## config.mk

```make
export PLATFORM = sky130hd
export DESIGN_NAME = fetch_unit
export DESIGN_NICKNAME = d
export VERILOG_FILES = /design/src/rtl/fetch_unit.sv
export SDC_FILE = /design/constraint.sdc
export NUM_CORES = 1
export LEC_CHECK = 0
export CAP_MARGIN = 20
export CORE_MARGIN = 3
export CORE_UTILIZATION = 50
export DETAILED_ROUTE_END_ITERATION = 10
export PLACE_DENSITY = 0.76
export RECOVER_POWER = 25
export SLEW_MARGIN = 20
export SYNTH_ARGS = -nofsm -noshare
export SYNTH_HDL_FRONTEND = slang
export SYNTH_SLANG_ARGS = --single-unit
export TNS_END_PERCENT = 5
```

## constraint.sdc

```tcl
create_clock -name clk -period 12.89 [get_ports clk]
set_input_delay 2.578 -clock clk [delete_from_list [all_inputs] [get_ports clk]]
set_output_delay 2.578 -clock clk [all_outputs]
set_load 0.005 [all_outputs]
```

## src/rtl/fetch_unit.sv

```systemverilog
// fetch_unit: instruction-fetch stage feeding the IF/ID pipeline register.
//
// Holds the fetch PC and issues in-order requests to instruction memory. It
// buffers the returned instructions with their PCs and presents the oldest
// {PC, instr} pair to IF/ID. A redirect from MEM reloads the fetch PC, flushes
// everything fetched so far and drops responses to requests already in flight.
//
// Ports:
//   clk, resetN                  clock (rising edge), async active-low reset
//   stall                        hold the IF/ID input; buffer head not consumed
//   redirect, redirectAddr       taken branch/jump from MEM and its target
//   imemReqValid/Ready/Addr      request channel (valid/ready)
//   imemRespValid/Instr          response channel (valid only, in order)
//   PCOut, instrOut              {PC, instr} to IF/ID
//   IFIDFlush                    flush to IF/ID
module fetch_unit #(
  parameter int                    ADDR_SIZE  = 32,
  parameter int                    INSTR_SIZE = 32,
  parameter logic [ADDR_SIZE-1:0]  RESET_PC   = '0,
  parameter int                    BUF_DEPTH  = 2
) (
  input  logic                  clk,
  input  logic                  resetN,
  input  logic                  stall,
  input  logic                  redirect,
  input  logic [ADDR_SIZE-1:0]  redirectAddr,
  output logic                  imemReqValid,
  output logic [ADDR_SIZE-1:0]  imemReqAddr,
  input  logic                  imemReqReady,
  input  logic                  imemRespValid,
  input  logic [INSTR_SIZE-1:0] imemRespInstr,
  output logic [ADDR_SIZE-1:0]  PCOut,
  output logic [INSTR_SIZE-1:0] instrOut,
  output logic                  IFIDFlush
);

  localparam int PTR_W = (BUF_DEPTH > 1) ? $clog2(BUF_DEPTH) : 1;
  localparam int CNT_W = $clog2(BUF_DEPTH + 1);
  localparam logic [CNT_W:0]        CAP = (CNT_W+1)'(BUF_DEPTH);
  localparam logic [INSTR_SIZE-1:0] NOP = INSTR_SIZE'(32'h0000_0013);

  typedef struct packed {
    logic [ADDR_SIZE-1:0]  pc;
    logic [INSTR_SIZE-1:0] instr;
  } fetchEntry_t;

  logic [ADDR_SIZE-1:0] fetchPC;
  logic [ADDR_SIZE-1:0] pendPC [BUF_DEPTH];
  fetchEntry_t          instrBuf [BUF_DEPTH];
  logic [PTR_W-1:0]     pendRd, pendWr, bufRd, bufWr;
  logic [CNT_W-1:0]     bufCount, outstanding, dropCnt;

  logic           reqAccept, respKeep, respDrop, bufPop;
  logic [CNT_W:0] inFlight;

  // Issue looks at occupancy before this cycle's pop, so buffered plus
  // outstanding never exceeds BUF_DEPTH; a landing response always has room.
  assign inFlight     = {1'b0, bufCount} + {1'b0, outstanding};
  assign imemReqValid = resetN && !redirect && (inFlight < CAP);
  assign imemReqAddr  = fetchPC;
  assign reqAccept    = imemReqValid && imemReqReady;

  // Responses owed to requests issued before a redirect are dropped first.
  assign respDrop = imemRespValid && (dropCnt != '0);
  assign respKeep = imemRespValid && (dropCnt == '0) && !redirect;
  assign bufPop   = !stall && (bufCount != '0) && !redirect;

  assign IFIDFlush = redirect && resetN;
  assign PCOut     = (bufCount != '0) ? instrBuf[bufRd].pc    : '0;
  assign instrOut  = (bufCount != '0) ? instrBuf[bufRd].instr : NOP;

  always_ff @(posedge clk or negedge resetN) begin
    if (!resetN) begin
      fetchPC     <= RESET_PC;
      pendRd      <= '0;
      pendWr      <= '0;
      bufRd       <= '0;
      bufWr       <= '0;
      bufCount    <= '0;
      outstanding <= '0;
      dropCnt     <= '0;
    end else if (redirect) begin
      fetchPC     <= redirectAddr;
      pendRd      <= '0;
      pendWr      <= '0;
      bufRd       <= '0;
      bufWr       <= '0;
      bufCount    <= '0;
      // Everything still outstanding after this edge is now stale.
      outstanding <= outstanding - CNT_W'(imemRespValid);
      dropCnt     <= outstanding - CNT_W'(imemRespValid);
    end else begin
      if (reqAccept) begin
        fetchPC <= fetchPC + ADDR_SIZE'(4);
        pendWr  <= pendWr + PTR_W'(1);
      end
      if (respKeep) begin
        pendRd <= pendRd + PTR_W'(1);
        bufWr  <= bufWr + PTR_W'(1);
      end
      if (respDrop) dropCnt <= dropCnt - CNT_W'(1);
      if (bufPop)   bufRd   <= bufRd + PTR_W'(1);
      bufCount    <= bufCount + CNT_W'(respKeep) - CNT_W'(bufPop);
      outstanding <= outstanding + CNT_W'(reqAccept) - CNT_W'(imemRespValid);
    end
  end

  // Storage arrays carry no reset; the pointers/counts above define validity.
  always_ff @(posedge clk) begin
    if (reqAccept) pendPC[pendWr] <= fetchPC;
    if (respKeep)  instrBuf[bufWr] <= '{pc: pendPC[pendRd], instr: imemRespInstr};
  end

endmodule

```

==> results of run 1 <==
## per-layer routing
layer / part of all wire, % / wire [um] / track usage [%]
met4: 1.0 / 193 / 3.96
met1: 43 / 8260 / 24.2
met3: 6.8 / 1300 / 3.37
met2: 49 / 9430 / 31.3
met5: 0 / 0 / 0
## report_power, final
group,internal (uW),total (uW),switching (uW)
sequential,905,967,62.0
clock,400,659,259
combinational,223,415,191
## state kept, by name, indices dropped and copies added (netlist names)
| register | count |
|---|---|
| bufCount | 2 |
| outstanding | 2 |
| dropCnt | 2 |
| bufWr | 1 |
| pendPC | 64 |
| pendWr | 1 |
| imemReqAddr | 32 |
| bufRd | 1 |
| pendRd | 1 |
| instrBuf | 128 |
## stage by stage
step	hold WS (ns)	instance area, sq um	std cells	setup WS, ns
floorplan	0.483	9520	629	6.76
global placement	0.489	11400	1003	6.05
detailed placement	0.494	11400	1003	6.02
CTS	0.508	12200	1044	6.00
global route	0.532	12200	1045	4.24
finish	0.504	12200	1045	4.68
## kinds of logic (layout without fill, tap and decap cells)
| kind of cell | Yosys count | after routing |
|---|---|---|
| DFF | 234 | 234 |
| and+or+nand+nor | 168 | 168 |
| muxes | 99 | 99 |
| buffers and inverters | 42 | 229 |
| AOI/OAI and AO/OA | 40 | 40 |
| xor gates and xnor gates | 38 | 38 |
| adders and majority gates | 8 | 8 |
## final cells by class
cell class                      instances  area [sq um]
Fill cell                            1266          6110
Sequential cell                       234          6820
Clock buffer                           31           626
Timing Repair Buffer                  174          1730
Tap cell                              229           287
Multi-Input combinational cell        353          2570
Clock inverter                         10           129
Inverter                               14          52.6
## cells in the mapped netlist (all sizes together)
cell type  instances
or3                2
clkbuf            24
nor2b              1
nand2             41
fa                 1
and4               1
buf                4
nor2              76
a21oi              2
inv               14
nand4bb            1
or2                2
nand3              9
and3               3
nand2b             3
or4                1
nand4              7
xor2              13
and2               2
mux2              34
nor4               8
ha                 7
dfrtp             42
nor4bb             1
o21ai             38
edfxtp           192
mux2i             65
or3b               2
nor3               8
xnor2             25
## critical path: cells and delay by family
kind	cells	cell delay (ns)
buffers and inverters	3	2.37
and+or+nand+nor	2	0.67
## path summary, 6_finish.rpt
kind	endpoint	cells after the start	slack, ns
min in group asynchronous	imemReqAddr[11]$_DFFE_PN0P_	2	2.96
worst max register to register	imemReqAddr[31]$_DFFE_PN0P_	7	9.81
max in group asynchronous	bufRd$_DFFE_PN0P_	2	8.15
worst min register to register	pendPC[1][0]$_DFFE_PP_	0	0.50
worst max-delay path	imemReqValid	5	4.68
worst min-delay path	pendPC[1][0]$_DFFE_PP_	0	0.50
==> summary.txt, run 1 <==
Run status
  – Status: finished with violations
  – Failing checks: max-capacitance violations, max-slew violations

Synthesis
  – Post-Syn Instances: 629
  – Largest area contributor in the netlist: edfxtp_1
  – Syn_nets: 707
  – Sequential-to-total area share from yosys stat: 71.6%
  – Yosys top cell area share: 60.6%
  – Largest family of logic cells by synthesized area: multiplexers
  – Ys Warns: 0
  – Synth Area in Adders: 1.13%
  – Register bit count reported by yosys: 234
  – Synth Area in Compound Gates: 2.10%
  – Post-Syn Area per Cell: 15.1 sq um
  – Syn Std Cell Area: 9520 sq um
  – XOR/XNOR Fraction of Synth Area: 3.50%
  – Post-synthesis mux area share: 10.9%
  – Area contributors post-synth: edfxtp_1, dfrtp_1, mux2i_1, mux2_2, nor2_1
  – Count of cell types in the netlist: 38
  – Synth Area in Simple Gates: 9.07%

Clocking
  – Clk sinks: 234
  – CTS buffer count: 23
  – Clock slew at reported path FFs: 0.06 ns
  – CTS H-tree lvls: 1
  – CTS Root Cell: clkbuf_16
  – CTS max path bufs: 3
  – Worst-skew pair later-pin latency: 0.49 ns
  – CTS tree: built
  – # resized after CTS: 0
  – Post-CTS Setup Inserts: 0
  – Hold_buf cts: 0

Routing
  – Post-DR wirelength/cell: 18.4 um
  – Via count: 5514
  – Initial DRC Count: 292
  – Routed Wire Length: 19200 um
  – Final ANT Viol Nets: 0
  – Vias per cell: 5.28
  – DRT Pass-1 Iters: 5
  – DRC: 0

STA
  – Slew @ Worst Pin: 2.52 ns
  – Final cycle utilization of the critical path: 63.7%
  – Max Freq: 122 MHz
  – Fin crit period: 8.21 ns
  – Final setup vio count: 0
  – Max_slew headroom: -67.9%
  – Final Hold Fails: 0
  – RSZ-0062 raised after global routing: false
  – Clk_skew: 0.00891 ns
  – Final setup TNS: 0 ns
  – Slew Viols, Final: 81

Setup path
  – CP endpoint kind: output pin
  – CP required: 10.31 ns
  – Worst setup path category: primary input to output pin
  – Max stage delay on crit path: 1.79 ns
  – Cell chain of the critical path: buf_2 -> clkbuf_1 -> or3b_1 -> nor2_1 -> clkdlybuf4s50_1
  – Slowest-stage cell, CP: clkbuf_1
  – Critical Path AT: 5.63 ns
  – R2r startpoint: bufCount[0]$_DFF_PN0_
  – Worst setup SP type: primary input
  – CP max FO: 46
  – Crit. Startpoint: resetN

Power and ir drop
  – Pwr Density: 167 nW/um^2
  – Worst vdd ir: 0.0972 mV
  – Tot Pwr: 2040 uW
  – Leak: 0.00412 uW

Die
  – Die area: 20700 sq um
  – Die height: 144 um
  – Row cnt: 49
  – Die X: 144 um
  – Num ports: 168
  – Core area: 18300 sq um
  – Initial core utilization: 51.9%

Finish
  – Share of cells above drive strength 1: 9.19%
  – Final nets: 878
  – # diodes: 0
  – Commonest non-fill, non-tap cell in the layout: edfxtp_1
  – Area growth from synthesis to layout: 28.4%
  – Commonest non-fill, non-tap cells in the layout: edfxtp_1, clkdlybuf4s50_1, nor2_1, mux2i_1
  – Fin util: 66.7%

Placement
  – Final HPWL DP: 12300 um
  – Port Buffers: 167
  – Global placer's final weighted congestion: 0.790

Global route
  – Tot GR Track Use: 18.1%
  – First-pass GRT wire length: 29700 um
  – Overflow after GRT: 0
  – Pin count of the biggest net entering global routing: 81
  – Initial antenna violation count: 0
  – Number of global-route vias before repair: 5676

Run
  – Max Cap Viol: 2

Min path
  – Hold Path Class: flip-flop to flip-flop
  – Worst Hold Launch: imemReqAddr[0]$_DFFE_PN0P_
Note: power is estimated with default switching activity, not from simulation.
==> run 2: changes to the inputs <==
==> constraint.sdc (replaced) <==
create_clock -name clk -period 7.6 [get_ports clk]
set_input_delay 1.52 -clock clk [delete_from_list [all_inputs] [get_ports clk]]
set_output_delay 1.52 -clock clk [all_outputs]
set_load 0.005 [all_outputs]
==> run 2 against run 1 <==
The run still ends with max-capacitance violations, max-slew violations left. Global-route usage rose by 0.098 points. Design area rose by 0.88%. Sequential share of layout area fell by 0.49 points. First-iteration DRC count rose by 1.0%. Total power rose by 76%. Critical endpoint is now IFIDFlush. Final cell count rose by 0.19%. Wire length fell by 0.69%.
==> summary.txt, run 2 (same netlist as run 1, synthesis figures left out) <==
Run status
  – Status: finished with violations (unchanged)
  – Failing checks: max-capacitance violations, max-slew violations (unchanged)

Clocking
  – CTS max path bufs: 3 (unchanged)
  – CTS buffer count: 24 (was 23)
  – CTS Root Cell: clkbuf_16 (unchanged)
  – CTS H-tree lvls: 1 (unchanged)
  – Clk sinks: 234 (unchanged)
  – # resized after CTS: 0 (unchanged)
  – Clock slew at reported path FFs: 0.06 ns (about the same)
  – CTS tree: built (unchanged)
  – Worst-skew pair later-pin latency: 0.50 ns (was 0.49 ns)
  – Post-CTS Setup Inserts: 0 (unchanged)
  – Hold_buf cts: 0 (unchanged)

Global route
  – Initial antenna violation count: 2 (was 0)
  – Overflow after GRT: 0 (unchanged)
  – Tot GR Track Use: 18.2% (was 18.1%)
  – Number of global-route vias before repair: 5713 (was 5676)
  – Pin count of the biggest net entering global routing: 67 (was 81)
  – First-pass GRT wire length: 29600 um (was 29700 um)

Finish
  – Final nets: 878 (unchanged)
  – Commonest non-fill, non-tap cell in the layout: edfxtp_1 (unchanged)
  – Fin util: 67.2% (was 66.7%)
  – # diodes: 0 (unchanged)
  – Commonest non-fill, non-tap cells in the layout: edfxtp_1, clkdlybuf4s50_1, nor2_1, mux2i_1 (unchanged)
  – Max reg flops: 128 (unchanged)
  – Area growth from synthesis to layout: 29.5% (was 28.4%)
  – Share of cells above drive strength 1: 11.5% (was 9.19%)
  – Largest Register: instrBuf (unchanged)

Setup path
  – Worst r2r path cells: 5 (was 7)
  – CP endpoint kind: output pin (unchanged)
  – Worst setup path category: primary input to output pin (unchanged)
  – CP max FO: 43 (was 46)
  – CP required: 6.08 ns (was 10.31 ns)
  – Crit path to: IFIDFlush (was imemReqValid)
  – Worst R2R End: pendPC[0][25]$_DFFE_PP_ (was imemReqAddr[31]$_DFFE_PN0P_)
  – Worst setup SP type: primary input (unchanged)
  – Critical Path AT: 3.21 ns (was 5.63 ns)
  – Worst R2R Setup Slack: 4.56 ns (was 9.81 ns)
  – Crit. Startpoint: redirect (was resetN)
  – R2r startpoint: bufCount[0]$_DFF_PN0_ (unchanged)

Power and ir drop
  – Internal power: 2710 uW (was 1530 uW)
  – Clock Power Share: 34.7% (was 32.3%)
  – Net Sw Frac: 24.7% (was 25.1%)
  – Pwr Density: 292 nW/um^2 (was 167 nW/um^2)
  – Tot Pwr: 3600 uW (was 2040 uW)
  – Worst vdd ir: 0.193 mV (was 0.0972 mV)
  – Sw power: 886 uW (was 513 uW)
  – Comb pwr share: 19.6% (was 20.3%)
  – Sequential share of power: 45.7% (was 47.4%)
  – Leak: 0.00418 uW (was 0.00412 uW)

Routing
  – DRT Pass-1 Iters: 4 (was 5)
  – Via count: 5517 (was 5514)
  – Vias per cell: 5.27 (was 5.28)
  – Post-DR wirelength/cell: 18.2 um (was 18.4 um)
  – Initial DRC Count: 295 (was 292)
  – DRC: 0 (unchanged)
  – Routed Wire Length: 19100 um (was 19200 um)
  – Final ANT Viol Nets: 0 (unchanged)

Die
  – Core area: 18300 sq um (unchanged)
  – Die X: 144 um (unchanged)
  – Initial core utilization: 51.9% (unchanged)
  – Die area: 20700 sq um (unchanged)
  – Row cnt: 49 (unchanged)
  – Num ports: 168 (unchanged)
  – Die height: 144 um (unchanged)

STA
  – Slew @ Worst Pin: 1.55 ns (was 2.52 ns)
  – Final setup vio count: 0 (unchanged)
  – Max Freq: 211 MHz
  – Final setup TNS: 0 ns (unchanged)
  – Final Hold Fails: 0 (unchanged)
  – Final cycle utilization of the critical path: 62.3%
  – Fin crit period: 4.73 ns
  – Slew Viols, Final: 34 (was 81)
  – Max_slew headroom: -3.59% (was -67.9%)
  – RSZ-0062 raised after global routing: false (unchanged)
  – Clk_skew: 0.00681 ns (was 0.00891 ns)

Min path
  – Hold Path Class: flip-flop to flip-flop (unchanged)

Placement
  – Global placer's final weighted congestion: 0.815 (was 0.790)
  – Final HPWL DP: 12300 um (about the same)
  – Port Buffers: 167 (unchanged)

Run
  – Max Cap Viol: 1 (was 2)
-- run 2: power by group through the flow --
stage	Sequential (uW)	Clock, uW	Combinational, uW
final	1640	1250	703
after global routing	1660	1320	772
after CTS	1670	1270	693
after detailed placement	1690	0	686
after global placement	1680	0	670
after floorplan	1610	0	397
-- run 2: critical path, stage by stage --
cell and delay (ns):
buf_2 0.53, buf_4 0.44, and2_1 0.18, clkdlybuf4s50_1 0.49
-- run 2: final cells by class --
type | count | area (sq um)
Inverter | 14 | 52.6
Clock buffer | 30 | 664
Multi-Input combinational cell | 353 | 2570
Sequential cell | 234 | 6820
Timing Repair Buffer | 173 | 1730
Clock inverter | 14 | 199
Fill cell | 1245 | 6000
Tap cell | 229 | 287
-- run 2: stage by stage --
stage	std cells	hold WS (ns)	worst slack, ns	instance area, sq um
3_5_place_dp	1002	0.498	2.63	11400
5_1_grt	1047	0.523	2.76	12300
6_report	1047	0.505	2.87	12300
4_1_cts	1046	0.511	2.60	12300
2_1_floorplan	629	0.483	2.52	9520
3_3_place_gp	1002	0.493	2.62	11400
-- run 2: how the worst min path moves through the flow --
stage / from / to / slack, ns / cells after the start
detailed placement: imemReqAddr[1]$_DFFE_PN0P_ / pendPC[0][1]$_DFFE_PP_ / 0.50 / 0
finish: imemReqAddr[1]$_DFFE_PN0P_ / pendPC[1][1]$_DFFE_PP_ / 0.51 / 0
CTS: imemReqAddr[1]$_DFFE_PN0P_ / pendPC[1][1]$_DFFE_PP_ / 0.51 / 0
global route: imemReqAddr[1]$_DFFE_PN0P_ / pendPC[1][1]$_DFFE_PP_ / 0.52 / 0
floorplan: imemReqAddr[0]$_DFFE_PN0P_ / pendPC[0][0]$_DFFE_PP_ / 0.48 / 0
global placement: imemReqAddr[1]$_DFFE_PN0P_ / pendPC[0][1]$_DFFE_PP_ / 0.49 / 0
-- run 2: routing by layer --
| layer | up-vias | global-route usage (%) | wire length (um) |
|---|---|---|---|
| li1 | 2633 | - | - |
| met1 | 2690 | 24.6 | 8110 |
| met2 | 165 | 31.3 | 9410 |
| met3 | 25 | 3.47 | 1250 |
| met4 | 4 | 3.82 | 258 |
| met5 | - | 0 | 27 |
